### src/rtl/tpu_pkg.sv
// Shared TPU front-end definitions: operand sizing, compute-window timing, loader states.
// The loader's optional checksum byte is enabled with the CHECKSUM_EN macro.
package tpu_pkg;

  localparam int DATA_W      = 8;
  localparam int N_ELEMS     = 4;
  localparam int N_BYTES     = 2 * N_ELEMS;
  localparam int COMPUTE_LEN = 6;
  localparam int DONE_FIRST  = 2;
  localparam int DONE_LAST   = 5;
  localparam int IDX_W       = 4;
  localparam int CC_W        = 4;

  typedef enum logic [1:0] {
    IDLE    = 2'd0,
    LOAD    = 2'd1,
    CHECK   = 2'd2,
    COMPUTE = 2'd3
  } state_e;

  // Result index presented to the feeder: counts 0.. across its done window.
  function automatic logic [1:0] sel_for_cycle(input logic [CC_W-1:0] cc);
    if (cc >= CC_W'(DONE_FIRST) && cc <= CC_W'(DONE_LAST))
      return 2'(cc - CC_W'(DONE_FIRST));
    return 2'd0;
  endfunction

endpackage

### src/rtl/host_byte_sink.sv
// Host byte acceptance: ready/valid transfer, byte index counter and, with CHECKSUM_EN,
// the running XOR of the operand bytes plus the compare against the trailing checksum byte.
module host_byte_sink
  import tpu_pkg::*;
(
  input  logic              clk,
  input  logic              rst_n,
  input  logic              accept_en,
  input  logic              host_valid,
`ifdef CHECKSUM_EN
  input  logic [DATA_W-1:0] host_data,
  output logic              csum_ok,
`endif
  output logic              host_ready,
  output logic              wr_en,
  output logic [IDX_W-1:0]  wr_idx,
  output logic              last_byte
);

  // Handshake: host_ready mirrors accept_en; a byte moves on a rising edge with
  // host_valid && host_ready, and the host must hold host_data while host_ready is low.
  logic [IDX_W-1:0] idx;

  assign host_ready = accept_en;
  assign wr_en      = host_valid && accept_en;
  assign wr_idx     = idx;
  assign last_byte  = wr_en && (idx == IDX_W'(N_BYTES - 1));

  always_ff @(posedge clk or negedge rst_n) begin
    if (!rst_n) begin
      idx <= '0;
    end else if (wr_en) begin
`ifdef CHECKSUM_EN
      if (idx == IDX_W'(N_BYTES))
        idx <= '0;
      else
        idx <= idx + IDX_W'(1);
`else
      if (last_byte)
        idx <= '0;
      else
        idx <= idx + IDX_W'(1);
`endif
    end
  end

`ifdef CHECKSUM_EN
  logic [DATA_W-1:0] xacc;

  always_ff @(posedge clk or negedge rst_n) begin
    if (!rst_n) begin
      xacc <= '0;
    end else if (wr_en && (idx < IDX_W'(N_BYTES))) begin
      xacc <= (idx == '0) ? host_data : (xacc ^ host_data);
    end
  end

  assign csum_ok = (xacc == host_data);
`endif

endmodule

### src/rtl/host_loader.sv
// Host-side loader: fills the 2x2 weight/input operand registers from the host byte
// stream, then sequences the feeder (en/compute_cycles/output_sel). CHECKSUM_EN adds a check byte.
module host_loader
  import tpu_pkg::*;
(
  input  logic              clk,
  input  logic              rst_n,
  input  logic              host_valid,
  input  logic [DATA_W-1:0] host_data,
  output logic              host_ready,
  output logic [DATA_W-1:0] weight0,
  output logic [DATA_W-1:0] weight1,
  output logic [DATA_W-1:0] weight2,
  output logic [DATA_W-1:0] weight3,
  output logic [DATA_W-1:0] input0,
  output logic [DATA_W-1:0] input1,
  output logic [DATA_W-1:0] input2,
  output logic [DATA_W-1:0] input3,
  output logic              en,
  output logic [CC_W-1:0]   compute_cycles,
  output logic [1:0]        output_sel,
  output logic              busy,
  output logic              load_err,
  output logic [1:0]        state_dbg
);

  localparam logic [1:0]      ST_IDLE    = IDLE;
  localparam logic [1:0]      ST_LOAD    = LOAD;
  localparam logic [1:0]      ST_CHECK   = CHECK;
  localparam logic [1:0]      ST_COMPUTE = COMPUTE;
  localparam logic [CC_W-1:0] LAST_CC    = CC_W'(COMPUTE_LEN - 1);
  localparam int              SEL_W      = $clog2(N_BYTES);

  logic [1:0]        state;
  logic              accept_en;
  logic              wr_en;
  logic [IDX_W-1:0]  wr_idx;
  logic              last_byte;
  logic [DATA_W-1:0] opnd [N_BYTES];
`ifdef CHECKSUM_EN
  logic              csum_ok;
  logic              err_q;
`endif

`ifdef CHECKSUM_EN
  assign accept_en = (state == ST_IDLE) || (state == ST_LOAD) || (state == ST_CHECK);
`else
  assign accept_en = (state == ST_IDLE) || (state == ST_LOAD);
`endif

  host_byte_sink u_sink (
    .clk        (clk),
    .rst_n      (rst_n),
    .accept_en  (accept_en),
    .host_valid (host_valid),
`ifdef CHECKSUM_EN
    .host_data  (host_data),
    .csum_ok    (csum_ok),
`endif
    .host_ready (host_ready),
    .wr_en      (wr_en),
    .wr_idx     (wr_idx),
    .last_byte  (last_byte)
  );

  // Operand file: indices 0-3 are weights, 4-7 are inputs; the check byte (index 8) is not stored.
  always_ff @(posedge clk or negedge rst_n) begin
    if (!rst_n) begin
      for (int k = 0; k < N_BYTES; k++) opnd[k] <= '0;
    end else if (wr_en && (wr_idx < IDX_W'(N_BYTES))) begin
      opnd[wr_idx[SEL_W-1:0]] <= host_data;
    end
  end

  assign weight0 = opnd[0];
  assign weight1 = opnd[1];
  assign weight2 = opnd[2];
  assign weight3 = opnd[3];
  assign input0  = opnd[4];
  assign input1  = opnd[5];
  assign input2  = opnd[6];
  assign input3  = opnd[7];

  // COMPUTE spends one entry cycle with en low, then COMPUTE_LEN cycles with en high.
  always_ff @(posedge clk or negedge rst_n) begin
    if (!rst_n) begin
      state          <= ST_IDLE;
      en             <= 1'b0;
      compute_cycles <= '0;
      busy           <= 1'b0;
`ifdef CHECKSUM_EN
      err_q          <= 1'b0;
`endif
    end else begin
      case (state)
        ST_IDLE: begin
          if (wr_en) begin
            busy  <= 1'b1;
            state <= ST_LOAD;
          end
        end
        ST_LOAD: begin
          if (last_byte) begin
`ifdef CHECKSUM_EN
            state <= ST_CHECK;
`else
            state <= ST_COMPUTE;
`endif
          end
        end
        ST_CHECK: begin
`ifdef CHECKSUM_EN
          if (wr_en) begin
            if (csum_ok) begin
              err_q <= 1'b0;
              state <= ST_COMPUTE;
            end else begin
              err_q <= 1'b1;
              busy  <= 1'b0;
              state <= ST_IDLE;
            end
          end
`else
          busy  <= 1'b0;
          state <= ST_IDLE;
`endif
        end
        ST_COMPUTE: begin
          if (!en) begin
            en             <= 1'b1;
            compute_cycles <= '0;
          end else if (compute_cycles == LAST_CC) begin
            en             <= 1'b0;
            compute_cycles <= '0;
            busy           <= 1'b0;
            state          <= ST_IDLE;
          end else begin
            compute_cycles <= compute_cycles + CC_W'(1);
          end
        end
        default: state <= ST_IDLE;
      endcase
    end
  end

  assign output_sel = sel_for_cycle(compute_cycles);
  assign state_dbg  = state;

`ifdef CHECKSUM_EN
  assign load_err = err_q;
`else
  assign load_err = 1'b0;
`endif

endmodule

### config.mk
export PLATFORM = sky130hd
export DESIGN_NAME = host_loader
export DESIGN_NICKNAME = d
export VERILOG_FILES = /design/src/rtl/tpu_pkg.sv /design/src/rtl/host_byte_sink.sv /design/src/rtl/host_loader.sv
export SDC_FILE = /design/constraint.sdc
export NUM_CORES = 1
export LEC_CHECK = 0
export CORE_AREA = 2 2 97 99
export CTS_CLUSTER_SIZE = 40
export DETAILED_ROUTE_END_ITERATION = 6
export DIE_AREA = 0 0 99 101
export HOLD_SLACK_MARGIN = 0.12
export PLACE_DENSITY = 0.66
export SYNTH_ARGS = -nofsm -noshare
export SYNTH_HDL_FRONTEND = slang
export SYNTH_SLANG_ARGS = --single-unit
### constraint.sdc
create_clock -name clk -period 5.3 [get_ports clk]
set_clock_uncertainty 0.2 [all_clocks]
set_input_delay 0.53 -clock clk [delete_from_list [all_inputs] [get_ports clk]]
set_output_delay 0.53 -clock clk [all_outputs]
set_load 0.02 [all_outputs]
==> impl_metrics.csv <==
group,metric,value,unit
grt,grt_pass1_wl,11400,um
outcome,status,"completed",
placement,finalWeightedCongestion,0.805,
synthesis,seq_area_frac_synth,0.627,
job,maxCapViolCount,0,
critical_path,crit_path_start_kind,"flip-flop",
synthesis,synth_top_area_frac,0.627,
power_and_ir_drop,total_power,0.00282,W
placement,post-place-ws,2.68,ns
cells_and_area,fill_cells,819,
timing,layout_setup_ws,2.70,ns
grt,overflow,0,
synthesis,synthTopCellsByCount,"dfrtp_1 (76), mux2_2 (67), nand2_1 (9)",
cells_and_area,diodes,0,
synthesis,syn_inst,200,
clocking,numCtsBuffers,9,
cells_and_area,multiInputGateArea,1080,um^2
grt,grt_usage,0.151,
clocking,cts_tree,"built",
routing,drt-pass1-iter-count,4,
grt,antenna_found_initial,0,
clocking,cts-root-buf,"clkbuf_8",
synthesis,synthTopCellsByArea,"dfrtp_1 (63%), mux2_2 (25%), nand2_1 (1.1%)",
critical_path,max_stage_delay,0.68,ns
die,io_pins,87,
synthesis,synthesis.nets,212,
routing,routed_wl,7010,um
clocking,clkSinkCount,76,
cells_and_area,fin_util,0.465,
cells_and_area,drive_gt1_frac,0.297,
clocking,worst_skew_pair.late_latency,0.34,ns
clocking,cts_setup_buffers,0,
timing,period_minus_slack,2.60,ns
routing,vias_per_cell,4.78,
die,initial_utilization,0.338,
clocking,clk_pin_slew,0.08,ns
die,rows,35,
timing,clock.fmax,385,MHz
synthesis,netlist_area,3030,um^2
timing,setup_violations,0,
cells_and_area,seq_area,1900,um^2
timing,rsz0062_at_grt,"no",
routing,drc,0,
placement,placement.io_buffers,85,
critical_path,timing.critical_path.slowest_stage_cell,"clkdlybuf4s50_1",
critical_path,cp.arrival,1.87,ns
synthesis,yosysMostFrequentCell,"dfrtp_1",
timing,timing.final.crit_share,0.491,
die,dieHeight,101,um
cells_and_area,final_cells,407,
min_path,min-delay-path-class,"in -> async",
die,die-width,99,um
synthesis,ys_seq_elements,76,
critical_path,cp_cell_sequence,"nor3b_1 > clkdlybuf4s50_1",
synthesis,synth_edf_count,0,
critical_path,crit_family,"buffers and inverters",
synthesis,synth_top_area_cell,"dfrtp_1",
timing,slew_viol_final,0,
power_and_ir_drop,p_leak,1.79,nW
timing,max_slew_margin,0.365,
synthesis,synth-main-ff-cell,"dfrtp_1",
timing,final-hold-violation-count,0,
synthesis,yosysUniqueCellTypes,28,
power_and_ir_drop,peakVddDrop,344,uV
critical_path,crit_type,"reg -> out",
clocking,clockBufferDepth,2,
critical_path,cp.required,4.57,ns
routing,drt_iter0_markers,38,
grt,grt_pass1_vias,2075,
routing,drtAntennaViolNets,0,
critical_path,end_kind,"primary output",
placement,hpwlAfterDp,4730,um
cells_and_area,area_growth,37.7,%
cells_and_area,nets,303,
synthesis,yosys_warnings,0,
power_and_ir_drop,powerDensity,676,nW/um^2
clocking,cts_resized,0,
synthesis,synthArstFlopShare,1.00,
timing,tightestPinTransition,0.953,ns
die,core_area,8980,um^2
synthesis,synth.avg_cell_area,15.2,um^2
routing,vias,1946,
routing,routedWlPerCell,17.2,um
timing,finalSetupTns,0,ns
clocking,h-tree-depth,3,
die,dieArea,10000,um^2
critical_path,path_buf_inv,1,
critical_path,worstPathMaxFanout,8,
placement,dp_cells,391,
grt,grt_max_degree,77,
clocking,ctsHoldBuffers,0,
cell families (layout without fill, tap and decap cells):
family / after synthesis / count (layout) / synth area share
xor gates and xnor gates: 2 / 2 / 0.00578
buffers and inverters: 7 / 103 / 0.0173
muxes: 68 / 68 / 0.252
adders and majority gates: 1 / 1 / 0.00412
other: 1 / 1 / 0.00124
and+or+nand+nor: 35 / 35 / 0.0722
AOI/OAI and AO/OA: 10 / 10 / 0.0202
DFF: 76 / 76 / 0.627
layout by cell type, fill, tap and decap left out, types with 2 or more instances in the layout:
cell,n
clkinv_4,3
a21oi_1,2
o22ai_1,2
nor2b_1,4
nand2b_1,2
nand3_1,3
nand2_2,3
mux2_2,67
nand4_1,2
xnor2_1,2
nand2_1,9
nor3b_1,2
and3_1,3
dfrtp_1,76
clkdlybuf4s50_1,84
o21ai_0,3
nor2_1,3
o31ai_1,2
inv_1,2
clkbuf_8,9
path summary, 6_finish.rpt:
kind                                                from                endpoint  slack (ns)  cells after the start
max                        compute_cycles[1]$_DFFE_PN0N_           output_sel[1]        2.70                      2
min                                                rst_n  weight2[0]$_DFFE_PN0P_        0.12                      1
max reg2reg                     state_dbg[1]$_DFFE_PN0P_   input2[3]$_DFFE_PN0P_        3.22                      3
min reg2reg                        input0[6]$_DFFE_PN0P_   input0[6]$_DFFE_PN0P_        0.31                      1
max in group asynchronous                          rst_n   input2[3]$_DFFE_PN0P_        4.16                      1
min in group clk                   input0[6]$_DFFE_PN0P_   input0[6]$_DFFE_PN0P_        0.31                      1
state kept, by name, summed over array words and instances, names as in the netlist:
signal          cells
input0              8
input1              8
weight2             8
compute_cycles      4
en                  1
state_dbg           2
busy                1
weight1             8
input2              8
weight0             8
u_sink.wr_idx       4
weight3             8
input3              8
through the flow:
step                      hold slack, ns  cell area (um^2)
after global placement             0.286              3980
after detailed placement           0.293              3980
after CTS                          0.155              4180
after floorplan                   0.0344              3030
after global routing               0.212              4180
final                              0.121              4180
final cells by class:
class,count,area share
clock buffer,10,0.0306
timing repair buffer,85,0.203
inverter,2,0.00180
tap,111,0.0333
multi-input combinational,117,0.258
clock inverter,6,0.0174
sequential,76,0.455
per-layer routing:
metal  wire (um)  global-route usage  part of all wire
met1        3120               0.197              0.44
met2        3110               0.220              0.44
met3         693              0.0811             0.099
met4          82              0.0443             0.012
met5           0                   0                 0
worst register-to-register path, delay by kind of cell, from the launching register on:
family        cells  cell delay, ns
simple gates      2            0.88
flops             1            0.50
mux               1            0.38
power breakdown:
| part | switching, W | total [W] | leakage (nW) | internal [W] |
|---|---|---|---|---|
| Sequential | 0.000194 | 0.00105 | 0.929 | 0.000855 |
| Combinational | 0.000624 | 0.00133 | 0.768 | 0.000710 |
| Clock | 0.000219 | 0.000441 | 0.0971 | 0.000222 |
No activity file was read; power rests on OpenSTA's default activity.
==> variant (config.mk and constraints unchanged) <==
The option `CHECKSUM_EN` is turned on by a define.
--- a/src/rtl/host_byte_sink.sv
+++ b/src/rtl/host_byte_sink.sv
@@ -1,5 +1,7 @@
 // Host byte acceptance: ready/valid transfer, byte index counter and, with CHECKSUM_EN,
 // the running XOR of the operand bytes plus the compare against the trailing checksum byte.
+`define CHECKSUM_EN
+
 module host_byte_sink
   import tpu_pkg::*;
 (
Function: changed (a bounded check fails within 10 cycles, from zero or initial values and one cycle with rst_n low).
==> variant against the original RTL <==
Sequential cell count is 9 higher. Global-route usage is 2.3 points higher. Wire length is 21% higher. Power is 17% higher. Utilization is 8.6 points higher. Worst setup slack better by 36 ps. Final area is 18% higher. Area after synthesis is 27% higher. Largest cell class unchanged.
==> variant: results (changes against the original RTL) <==
stage	metric	value	unit	change
drt	DR vias/cell	5.24		+9.7%
finish	sequential cell area share	43.0	%	-2.5 points
power	Reg power frac	37.2	%	about the same
grt	vias in the first global route	2520		+21%
finish	NonClk Buf Share	17.7	%	-2.6 points
finish	P&R area growth vs syn	28.1	%	
critical_path	reg-to-reg endpoint	input3[7]$_DFFE_PN0P_		
grt	Global Route met2 Usage	25.8	%	+3.8 points
synth	sequential area share after synthesis	55.1	%	-7.6 points
finish	multi-input logic area	1590	um2	+47%
finish	multi-input gates	175		+50%
placement	Placed Cells incl. Taps	465		+19%
critical_path	crit path capture	host_ready		
synth	syn_nets	299		+41%
drt	met2 routed WL	3840	um	+23%
drt	Vias	2528		+30%
run_status	status	finished clean		
synth	top cells by area, synth	dfrtp_1 55%, mux2_4 12%, mux2_2 9.3%, a21oi_1 2.6%, o21ai_0 2.1%		
power	LEAKAGE	2.11	nW	+17%
timing	measured slew at the worst slew-check pin	991	ps	+37.8 ps
finish	fill count	736		-10%
placement	# port buffers	86		+1.2%
synth	count of different cell masters after synthesis	47		+68%
critical_path	reg2reg path depth	4		+1
drt	DR iter-0 viols	115		+200%
grt	GRT met3 Usage	4.92	%	-3.2 points
critical_path	CP max stage delay	660	ps	-20 ps
timing	Fmax achieved	0.390	GHz	+1.4%
placement	Detail Placement HPWL	5630	um	+19%
critical_path	crit path DAT	1830	ps	-40 ps
drt	met3 wire len	497	um	-28%
placement	pre-CTS WS	2540	ps	-141 ps
power	P_comb	1.62	mW	+22%
critical_path	r2r setup slk	3030	ps	-190 ps
power	Seq group	1.22	mW	+16%
placement	Placer Congestion	0.813		+0.98%
grt	global-route wire length before repair	13500	um	+19%
## variant: cell types whose count changed in the layout (fill, tap and decap cells not counted), moves of 3 or more
| cell | before | now |
|---|---|---|
| dfrtp_1 | 76 | 85 |
| nand2_1 | 9 | 6 |
| inv_1 | 2 | 5 |
| nand2_2 | 3 | 0 |
| xor2_1 | 0 | 8 |
| nor3_1 | 0 | 3 |
| mux2_4 | 0 | 32 |
| nand3_1 | 3 | 12 |
| o21ai_0 | 3 | 16 |
| a21oi_1 | 2 | 20 |
| mux2_2 | 67 | 32 |
| a311oi_1 | 0 | 3 |
## variant: cells by family (layout without fill, tap and decap cells)
group                      count (synthesis)  in the layout  share of synthesized area, %
adders and majority gates                  2              2                         0.648
buffers and inverters                     26            111                          3.79
muxes                                     65             65                          22.0
and+or+nand+nor                           49             49                          8.46
xor gates and xnor gates                   9              9                          2.04
AOI/OAI and AO/OA                         50             50                          7.94
DFF                                       85             85                          55.1
